--- src/rtl/alu_share_arbiter.sv ---
// ---------------------------------------------------------------------------
// alu_share_arbiter
//
// Purpose: shares one single-cycle combinational ALU between two requesters.
// Operations are accepted over valid/ready, the winner's operands and opcode
// are registered onto the ALU inputs, the ALU result and zero flag are
// captured one cycle later and handed back to the requester that issued the
// operation. The FSM walks IDLE -> EXEC -> RESP.
//
// Configuration macro: ALU_ARB_RR_EN
//   defined     : round-robin arbitration between the two requesters
//   not defined : fixed priority, requester 0 wins whenever it is valid
//
// Ports:
//   clk, rst_n                    rising-edge clock, async active-low reset
//   req0_* / req1_*               valid/ready request channels with a, b, op
//   rsp0_* / rsp1_*               valid/ready response channels; result and
//                                 zero come from one shared response register
//   alu_a, alu_b, alu_control     registered operands/opcode to the ALU
//   alu_result, alu_zero          combinational ALU outputs
//   busy                          FSM is not in IDLE
// ---------------------------------------------------------------------------
module alu_share_arbiter #(
  parameter int DATA_W = 32,
  parameter int OP_W   = 4
) (
  input  logic              clk,
  input  logic              rst_n,
  input  logic              req0_valid,
  output logic              req0_ready,
  input  logic [DATA_W-1:0] req0_a,
  input  logic [DATA_W-1:0] req0_b,
  input  logic [OP_W-1:0]   req0_op,
  input  logic              req1_valid,
  output logic              req1_ready,
  input  logic [DATA_W-1:0] req1_a,
  input  logic [DATA_W-1:0] req1_b,
  input  logic [OP_W-1:0]   req1_op,
  output logic              rsp0_valid,
  input  logic              rsp0_ready,
  output logic [DATA_W-1:0] rsp0_result,
  output logic              rsp0_zero,
  output logic              rsp1_valid,
  input  logic              rsp1_ready,
  output logic [DATA_W-1:0] rsp1_result,
  output logic              rsp1_zero,
  output logic [DATA_W-1:0] alu_a,
  output logic [DATA_W-1:0] alu_b,
  output logic [OP_W-1:0]   alu_control,
  input  logic [DATA_W-1:0] alu_result,
  input  logic              alu_zero,
  output logic              busy
);

  typedef enum logic [1:0] {IDLE, EXEC, RESP} state_t;

  state_t            state;
  state_t            state_next;
  logic              win0;
  logic              win1;
  logic              accept;
  // last_grant doubles as the owner of the in-flight operation: both are
  // updated together with the winner's index on every accepting edge.
  logic              last_grant;
  logic [DATA_W-1:0] rsp_result_q;
  logic              rsp_zero_q;

  // Winner selection among the valid requesters.
  always_comb begin
    win0 = 1'b0;
    win1 = 1'b0;
`ifdef ALU_ARB_RR_EN
    // Prefer the requester that did not win last time.
    if (last_grant) begin
      win0 = req0_valid;
      win1 = req1_valid & ~req0_valid;
    end else begin
      win1 = req1_valid;
      win0 = req0_valid & ~req1_valid;
    end
`else
    win0 = req0_valid;
    win1 = req1_valid & ~req0_valid;
`endif
  end

  assign accept = (state == IDLE) && (win0 || win1);

  // State register.
  always_ff @(posedge clk or negedge rst_n) begin
    if (!rst_n) state <= IDLE;
    else        state <= state_next;
  end

  // Next-state logic.
  always_comb begin
    state_next = state;
    case (state)
      IDLE: if (win0 || win1) state_next = EXEC;
      EXEC: state_next = RESP;
      RESP: if (last_grant ? rsp1_ready : rsp0_ready) state_next = IDLE;
      default: state_next = IDLE;
    endcase
  end

  // Output logic. Ready is gated by rst_n so it cannot assert during reset.
  always_comb begin
    req0_ready = rst_n && (state == IDLE) && win0;
    req1_ready = rst_n && (state == IDLE) && win1;
    rsp0_valid = (state == RESP) && !last_grant;
    rsp1_valid = (state == RESP) &&  last_grant;
    busy       = (state != IDLE);
  end

  // Datapath: ALU input registers load only on acceptance and otherwise hold;
  // the response register captures the ALU output at the end of EXEC.
  always_ff @(posedge clk or negedge rst_n) begin
    if (!rst_n) begin
      alu_a        <= '0;
      alu_b        <= '0;
      alu_control  <= '0;
      last_grant   <= 1'b1;
      rsp_result_q <= '0;
      rsp_zero_q   <= 1'b0;
    end else begin
      if (accept) begin
        alu_a       <= win1 ? req1_a  : req0_a;
        alu_b       <= win1 ? req1_b  : req0_b;
        alu_control <= win1 ? req1_op : req0_op;
        last_grant  <= win1;
      end
      if (state == EXEC) begin
        rsp_result_q <= alu_result;
        rsp_zero_q   <= alu_zero;
      end
    end
  end

  assign rsp0_result = rsp_result_q;
  assign rsp1_result = rsp_result_q;
  assign rsp0_zero   = rsp_zero_q;
  assign rsp1_zero   = rsp_zero_q;

endmodule

--- config.mk ---
export PLATFORM = sky130hd
export DESIGN_NAME = alu_share_arbiter
export DESIGN_NICKNAME = d
export VERILOG_FILES = /design/src/rtl/alu_share_arbiter.sv
export SDC_FILE = /design/constraint.sdc
export NUM_CORES = 1
export LEC_CHECK = 0
export CORE_AREA = 2 2 120 122
export DETAILED_ROUTE_END_ITERATION = 12
export DIE_AREA = 0 0 122 124
export DONT_BUFFER_PORTS = 1
export GPL_ROUTABILITY_DRIVEN = 0
export PLACE_DENSITY_LB_ADDON = 0.15
export SLEW_MARGIN = 30
export SYNTH_ARGS = -nofsm -noshare
export SYNTH_HDL_FRONTEND = slang
export SYNTH_SLANG_ARGS = --single-unit
export TNS_END_PERCENT = 30
--- constraint.sdc ---
create_clock -name clk -period 1.9 [get_ports clk]
set_clock_uncertainty 0.05 [all_clocks]
set_input_delay 0.38 -clock clk [delete_from_list [all_inputs] [get_ports clk]]
set_output_delay 0.38 -clock clk [all_outputs]
set_load 0.01 [all_outputs]
==> flow_summary.json, run 1 <==
{
  "status": "finished, violations left",
  "failed_checks": "hold timing",
  "pin_count": 314,
  "cts_buffers": 9,
  "hold_path_class": "in2async",
  "io_buffer_count": 0,
  "clkLatencyLatePin_ns": 0.34,
  "syn_inst": 342,
  "synth_edf_count": 0,
  "grt_max_degree": 107,
  "synth-adder-area-share_pct": 0,
  "synth_top_cell_by_area": "dfrtp_1",
  "globalRouteOverflowTotal": 0,
  "grt_pass1_wl_um": 15500,
  "cts.sinks": 104,
  "synth-xor-area-share_pct": 0,
  "yosys-top-cells-area": "dfrtp_1 51%, mux2_2 34%, mux2_4 5.4%",
  "ys_warn_count": 0,
  "yosysTopAreaCellShare_pct": 51.1,
  "totalWireLength_um": 10800,
  "fp.dieW_um": 122,
  "grt_pass1_vias": 2709,
  "initial_utilization_pct": 36.8,
  "wl_per_cell_um": 21.7,
  "synth_top_family_by_area": "multiplexers",
  "syn_area_mm2": 0.00504,
  "slew_headroom_pct": 80.5,
  "cts_tree": "built",
  "finalHoldViolations": 104,
  "drive_gt1_share_pct": 63.8,
  "grt.total_usage_pct": 13.9,
  "nets": 488,
  "cts_root_buf": "clkbuf_16",
  "ys_seq_elements": 104,
  "required_ns": 1.47,
  "critPathKind": "reg2out",
  "period_minus_slack_ns": 1.77,
  "synthesis.nets": 517,
  "cellPowerDensity_mw_per_mm2": 1800,
  "vdd_ir_drop_max_v": 0.000618,
  "first_iter_violations": 71,
  "synth-compound-area-share_pct": 0.447,
  "whs_ns": -0.326,
  "synth_area_per_cell_um2": 14.7,
  "leakagePower_uw": 0.00225,
  "drc_errors": 0,
  "max_freq_ghz": 0.565,
  "die_y_um": 124,
  "vias_per_cell": 5.15,
  "vias": 2569,
  "area_delta_synth_final_pct": 6.30,
  "cts-htree-levels": 3,
  "arrival_ns": 1.34,
  "maxCapViolCount": 0,
  "start_kind": "flip-flop",
  "tns_ns": 0,
  "async_flop_share_pct": 100,
  "synth_commonest_cells": "152 x mux2_2, 103 x dfrtp_1, 34 x buf_4, 18 x mux2_4, 14 x buf_2",
  "end_kind": "output pin",
  "seq_area_frac_synth_pct": 51.6,
  "synthFlopType": "dfrtp_1",
  "ant_nets": 0,
  "clockBufferDepth": 2,
  "nFillCells": 1327,
  "cts_setup_buffers": 0,
  "path_clk_slew_ns": 0.07,
  "synth_most_common_cell": "mux2_2",
  "register_area_mm2": 0.00260,
  "slew_viol_final": 0,
  "antenna_found_initial": 1,
  "hpwl_um": 8030,
  "drtPass1Iterations": 2,
  "setup_viol": 0,
  "min_period_over_period_pct": 93.2,
  "coreArea_mm2": 0.0137,
  "std_cell_rows": 43,
  "path_max_fanout": 5,
  "synth-simple-area-share_pct": 1.07,
  "tightest_slew_ns": 0.292,
  "synth.area.mux_share_pct": 39.3,
  "die-area_mm2": 0.0151,
  "rsz0062_at_grt": "false",
  "multi_input_area_mm2": 0.00207,
  "synth.distinct_cells": 18
}
==> area by class of cell <==
cell class,count,share of cell area [%]
diodes,1,0.0467
multi-input cells,183,38.5
flip-flops and latches,104,48.6
well taps,180,4.20
inverters,2,0.140
clock inverters,6,1.54
repair buffers,13,2.52
clock buffers,10,4.46
==> routing by layer <==
layer	routed length [um]	track usage, %
met4	270	7.69
met5	0	0
met3	1040	4.62
met1	4120	16.1
met2	5390	22.7
==> what timing repair did <==
| action | 4_1_cts | 5_1_grt |
|---|---|---|
| resized for setup | 0 | 0 |
| endpoints found under the setup margin | 0 | 0 |
| endpoints found under the hold margin | 104 | 104 |
==> final timing paths <==
| check | startpoint | endpoint | slack [ns] | cells after the start |
|---|---|---|---|---|
| setup / recovery | state[0] | req1_ready | 0.13 | 4 |
| hold / removal | rst_n | alu_a[10] | -0.33 | 0 |
| setup reg to reg | state[0] | alu_b[31] | 0.21 | 4 |
| hold reg to reg | last_grant | last_grant | 0.50 | 2 |
| max in group asynchronous | rst_n | last_grant | 1.91 | 0 |
| min in group clk | req0_valid | last_grant | 0.03 | 1 |
==> worst max-delay path, stage by stage (launching register included) <==
cell and delay [ns]:
dfrtp_1 0.41, nor2_2 0.18, buf_4 0.15, nand2_1 0.05, nor2_1 0.20
==> stage by stage <==
step / cell area [um^2] / power [uW] / setup slack, ns / instances / util (%)
5_1_grt: 5360 / 10300 / 0.00817 / 499 / 39.1
3_3_place_gp: 5040 / 7720 / 0.167 / 482 / 36.7
6_report: 5360 / 9660 / 0.129 / 499 / 39.1
2_1_floorplan: 5040 / 7470 / 0.277 / 342 / -
3_5_place_dp: 5040 / 7790 / 0.168 / 482 / 36.7
4_1_cts: 5360 / 9830 / 0.0820 / 498 / 39.1
==> state kept, by name, summed over array words and instances (netlist names) <==
signal and cells:
alu_a 32, rsp0_zero 1, rsp0_result 32, last_grant 1, alu_b 32, state 2
alu_control 4
==> cells in the final DEF, fill, tap and decap left out <==
cell type | Yosys | final
a21oi_1 | 2 | 2
and3_1 | 1 | 1
buf_12 | 0 | 3
buf_4 | 34 | 10
bufinv_16 | 0 | 2
clkbuf_16 | 0 | 9
clkbuf_8 | 0 | 1
clkinv_2 | 0 | 3
clkinvlp_4 | 0 | 1
dfrtp_1 | 103 | 103
dfstp_2 | 1 | 1
diode_2 | 0 | 1
inv_1 | 2 | 2
mux2_2 | 152 | 152
mux2_4 | 18 | 18
nand2_1 | 1 | 1
nand2b_1 | 2 | 2
nand2b_4 | 1 | 1
nor2_1 | 3 | 3
nor2_2 | 1 | 1
o21a_4 | 0 | 1
o21ai_0 | 1 | 1
==> report_power, final <==
group / internal (uW) / leakage [uW] / total (uW) / switching [uW]
Sequential: 3380 / 0.00122 / 5090 / 1710
Combinational: 1670 / 0.000882 / 2570 / 900
Clock: 1180 / 0.000158 / 1990 / 811
Total: 6240 / 0.00225 / 9660 / 3420
==> logic make-up (layout without fill, tap and decap cells) <==
group | Yosys count | count (layout)
flops | 104 | 104
compound gates | 4 | 4
other cells | 0 | 1
buf+inv | 55 | 31
mux | 170 | 170
simple gates | 9 | 9
No activity file was read; power rests on OpenSTA's default activity.
==> run 2: changes to the inputs <==
Settings changed: CAP_MARGIN from default to 20.
Clock period 1.9 ns to 1.7 ns, I/O delays scaled along.
==> run 2 against run 1 <==
The flow still finishes with violations (hold timing). Total power rose by 9.8%. Non-clock buffer count did not move. Clock power rose by 2%. Sequential share of layout area rose by 0.12 points. Cell count fell by 0.40%. Clock-buffer cell count rose by 2. Global-route usage fell by 0.40 points. Worst hold slack got worse by 0.035 ns. Sequential cell count did not move. Critical path type unchanged. Critical endpoint unchanged.
==> flow_summary.json, run 2 (same netlist as run 1, synthesis figures left out) <==
{
  "drive_gt1_share_pct": 63.1,
  "pin_count": 314,
  "leakagePower_uw": 0.00224,
  "ant_nets": 0,
  "grt_pass1_vias": 2622,
  "totalWireLength_um": 10600,
  "status": "finished, violations left",
  "hpwl_um": 7790,
  "cts-htree-levels": 3,
  "cts.sinks": 104,
  "grt_pass1_wl_um": 15000,
  "initial_utilization_pct": 36.8,
  "r2r_slack_ns": 0.09,
  "finalHoldViolations": 104,
  "cts_buffers": 9,
  "rsz0062_at_grt": "true",
  "setup_viol": 0,
  "max_freq_ghz": 0.613,
  "path_max_fanout": 4,
  "std_cell_rows": 43,
  "die-area_mm2": 0.0151,
  "register_area_mm2": 0.00260,
  "slew_viol_final": 0,
  "critPathKind": "reg2out",
  "cellPowerDensity_mw_per_mm2": 1980,
  "grt.total_usage_pct": 13.5,
  "die_y_um": 124,
  "drc_errors": 0,
  "period_minus_slack_ns": 1.63,
  "end_kind": "output pin",
  "antenna_found_initial": 0,
  "io_buffer_count": 0,
  "r2r_end": "alu_a[13]",
  "first_iter_violations": 41,
  "coreArea_mm2": 0.0137,
  "start_kind": "flip-flop",
  "path_clk_slew_ns": 0.06,
  "mostFrequentLayoutCells": "152 x mux2_2, 103 x dfrtp_1, 18 x mux2_4, 9 x clkbuf_16, 7 x buf_4",
  "failed_checks": "hold timing",
  "r2r_start": "state[0]",
  "num_antenna_cells": 0,
  "cts_root_buf": "clkbuf_16",
  "placedCellCount": 478,
  "reg2reg_depth": 5,
  "tightest_slew_ns": 0.279,
  "final_common_cell": "mux2_2",
  "nFillCells": 1313,
  "min_period_over_period_pct": 95.9,
  "whs_ns": -0.362,
  "clkLatencyLatePin_ns": 0.34,
  "vias": 2541,
  "cts_hold_buf": 1,
  "clockBufferDepth": 2,
  "arrival_ns": 1.24,
  "drtPass1Iterations": 4,
  "slew_headroom_pct": 81.4,
  "nets": 488,
  "stdcell_count": 497,
  "area_delta_synth_final_pct": 6.03,
  "vias_per_cell": 5.11,
  "grt_max_degree": 107,
  "globalRouteOverflowTotal": 0,
  "fp.dieW_um": 122,
  "required_ns": 1.31,
  "hold_path_class": "in2async",
  "multi_input_area_mm2": 0.00207,
  "wl_per_cell_um": 21.3,
  "maxCapViolCount": 0,
  "vdd_ir_drop_max_v": 0.000797,
  "cts_tree": "built"
}
==> run 2: cell types whose count changed in the layout (fill, tap and decap cells not counted), sizes merged <==
cell | previous run | this run
diode | 1 | 0
bufinv | 2 | 1
clkinv | 3 | 1
clkbuf | 10 | 12
buf | 13 | 12
dlygate4sd3 | 0 | 1
==> run 2: worst max path at each step <==
stage	startpoint	cells after the start	end
global route	state[0]	5	req1_ready
finish	state[0]	5	req1_ready
CTS	state[1]	5	req1_ready
detailed placement	req0_valid	4	alu_control[0]
global placement	req0_valid	4	alu_a[14]
floorplan	state[0]	6	alu_a[22]
==> run 2: report_power, final <==
group	internal [uW]	total, uW	switching (uW)
sequential	3780	5670	1890
combinational	1910	2910	1000
clock	1170	2030	857
total	6860	10600	3750
==> run 2: through the flow <==
stage / setup slack [ns] / TNS, ns / total power, uW / cell area (um^2) / util [%]
detailed placement: 0.129 / 0 / 8660 / 5020 / 36.6
floorplan: 0.0774 / 0 / 8340 / 5040 / -
CTS: 0.0123 / 0 / 10800 / 5330 / 38.8
finish: 0.0700 / 0 / 10600 / 5350 / 39.0
global placement: 0.149 / 0 / 8590 / 5020 / 36.6
global route: -0.0128 / -0.0128 / 11300 / 5350 / 39.0
==> run 2: repair_timing <==
action,in CTS,in global routing
endpoints found under the hold margin,105,104
gates resized for setup,0,2
pin swaps,1,3
endpoints found under the setup margin,1,1
buffers inserted,1,2
==> run 2: metal layers <==
layer  part of all wire [%]  up-vias  track usage, %
met2                     51      158            22.9
met5                      0        -               0
li1                       -     1099               -
met1                     37     1274            15.0
met3                     11       10            6.04
met4                    1.3        0            4.96
==> run 2: worst max-delay path, cell delays in order (launching register included) <==
cell and delay, ns:
dfrtp_1 0.40, nor2_2 0.15, buf_6 0.12, nand2_2 0.04, nor2_1 0.08, buf_4 0.12
==> run 2: cell type report <==
cell class | instances | area share, %
Timing Repair Buffer | 13 | 2.88
Tap cell | 180 | 4.21
Inverter | 2 | 0.140
Multi-Input combinational cell | 183 | 38.7
Sequential cell | 104 | 48.7
Clock inverter | 3 | 0.796
Clock buffer | 12 | 4.61
==> run 3: changes to the inputs <==
Settings changed: HOLD_SLACK_MARGIN from default to 0.12.
==> run 3 against run 2 <==
The flow still finishes with violations (hold timing). Total power rose by 1.2%. Highest routed layer unchanged. Sequential share of layout area fell by 2.9 points. Cell count increased by 6.8%.
==> flow_summary.json, run 3 (same netlist as run 1, synthesis figures left out) <==
{
  "status": "finished, violations left",
  "failed_checks": "hold timing",
  "nets": 522,
  "ant_nets": 0,
  "grt_pass1_wl_um": 15800,
  "grt_busiest_layer": "met2",
  "std_cell_rows": 43,
  "end_kind": "output pin",
  "first_iter_violations": 49,
  "vdd_ir_drop_max_v": 0.000771,
  "tightest_slew_ns": 0.273,
  "clockBufferDepth": 2,
  "required_ns": 1.31,
  "slew_headroom_pct": 81.8,
  "drc_errors": 0,
  "vias_per_cell": 5.07,
  "cts_tree": "built",
  "path_max_fanout": 4,
  "grt_use_met1_pct": 15.4,
  "cts_root_buf": "clkbuf_16",
  "final_common_cell": "mux2_2",
  "path_cells": "nor2_2 > buf_6 > nand2_2 > nor2_1 > buf_4",
  "grt_pass1_vias": 2804,
  "tns_ns": 0,
  "initial_utilization_pct": 36.8,
  "r2r_slack_ns": 0.09,
  "pin_count": 314,
  "coreArea_mm2": 0.0137,
  "globalRouteOverflowTotal": 0,
  "met3_usage_pct": 6.00,
  "critPathKind": "reg2out",
  "io_buffer_count": 0,
  "clkLatencyLatePin_ns": 0.34,
  "grt_util_met2_pct": 24.4,
  "wl_per_cell_um": 20.8,
  "drtPass1Iterations": 4,
  "whs_ns": -0.362,
  "cellPowerDensity_mw_per_mm2": 1890,
  "finalHoldViolations": 104,
  "nFillCells": 1284,
  "die_y_um": 124,
  "maxCapViolCount": 0,
  "cts-htree-levels": 3,
  "fp.dieW_um": 122,
  "vias": 2694,
  "path_clk_slew_ns": 0.06,
  "register_area_mm2": 0.00260,
  "multi_input_area_mm2": 0.00207,
  "start_kind": "flip-flop",
  "cts_buffers": 9,
  "die-area_mm2": 0.0151,
  "rsz0062_at_grt": "true",
  "min_period_over_period_pct": 96.1,
  "drive_gt1_share_pct": 57.0,
  "grt_max_degree": 107,
  "cts.sinks": 104,
  "grt.total_usage_pct": 14.1,
  "leakagePower_uw": 0.00238,
  "totalWireLength_um": 11000,
  "cts_hold_buf": 35,
  "mostFrequentLayoutCells": "152 x mux2_2, 103 x dfrtp_1, 35 x dlygate4sd3_1, 18 x mux2_4, 9 x clkbuf_16",
  "critPathMaxStageDelay_ns": 0.40,
  "hold_path_class": "in2async",
  "setup_viol": 0,
  "period_minus_slack_ns": 1.63,
  "antenna_found_initial": 0,
  "crit_slowest_cell": "dfrtp_1",
  "slew_viol_final": 0,
  "num_antenna_cells": 0,
  "hpwl_um": 7790,
  "max_freq_ghz": 0.612,
  "area_delta_synth_final_pct": 12.8,
  "arrival_ns": 1.24
}
run 3: cell types whose count changed in the layout (fill, tap and decap cells not counted), sizes merged:
cell	previous run	this run
dlygate4sd3	1	35
run 3: per-layer routing:
layer,wire length [um],up-vias,part of all wire [%]
met3,1140,12,10
met5,0,-,0
met1,3990,1344,36
met2,5750,167,52
li1,-,1171,-
met4,155,0,1.4
run 3: path summary, 6_finish.rpt:
| kind | start | to | cells after the start |
|---|---|---|---|
| hold / removal | rst_n | alu_a[25] | 0 |
| max in group asynchronous | rst_n | last_grant | 0 |
| hold reg to reg | alu_a[19] | alu_a[19] | 1 |
| setup / recovery | state[0] | req1_ready | 5 |
| min in group clk | rsp0_ready | state[1] | 2 |
| setup reg to reg | state[0] | alu_a[13] | 5 |
run 3: area by class of cell:
| class | count | share of cell area (%) |
|---|---|---|
| multi-input combinational | 183 | 36.4 |
| clock buffer | 12 | 4.33 |
| clock inverter | 3 | 0.748 |
| inverter | 2 | 0.132 |
| sequential | 104 | 45.8 |
| tap | 180 | 3.96 |
| timing repair buffer | 47 | 8.69 |
run 3: report_power, final:
part,switching (uW),internal (uW)
combinational,1030,1980
sequential,1910,3780
clock,863,1170
run 3: stage by stage:
step,area (um^2),setup WS [ns],power [uW],instances,util [%]
after floorplan,5040,0.0774,8340,342,-
after global placement,5020,0.149,8590,478,36.6
after detailed placement,5020,0.129,8660,478,36.6
after CTS,5670,0.0123,10800,529,41.3
after global routing,5690,-0.00975,11400,531,41.5
final,5690,0.0670,10700,531,41.5
run 3: worst max-delay path, delay by kind of cell, from the launching register on:
kind                   cells  cell delay (ns)
flip-flops                 1             0.40
buffers and inverters      2             0.24
AND/OR/NAND/NOR            3             0.27
run 3: timing repair:
item                                   CTS  global route
setup endpoints to repair                1             1
endpoints found under the hold margin  138           104
gates resized for setup                  0             2
pin swaps                                1             3
buffers inserted                         1             2
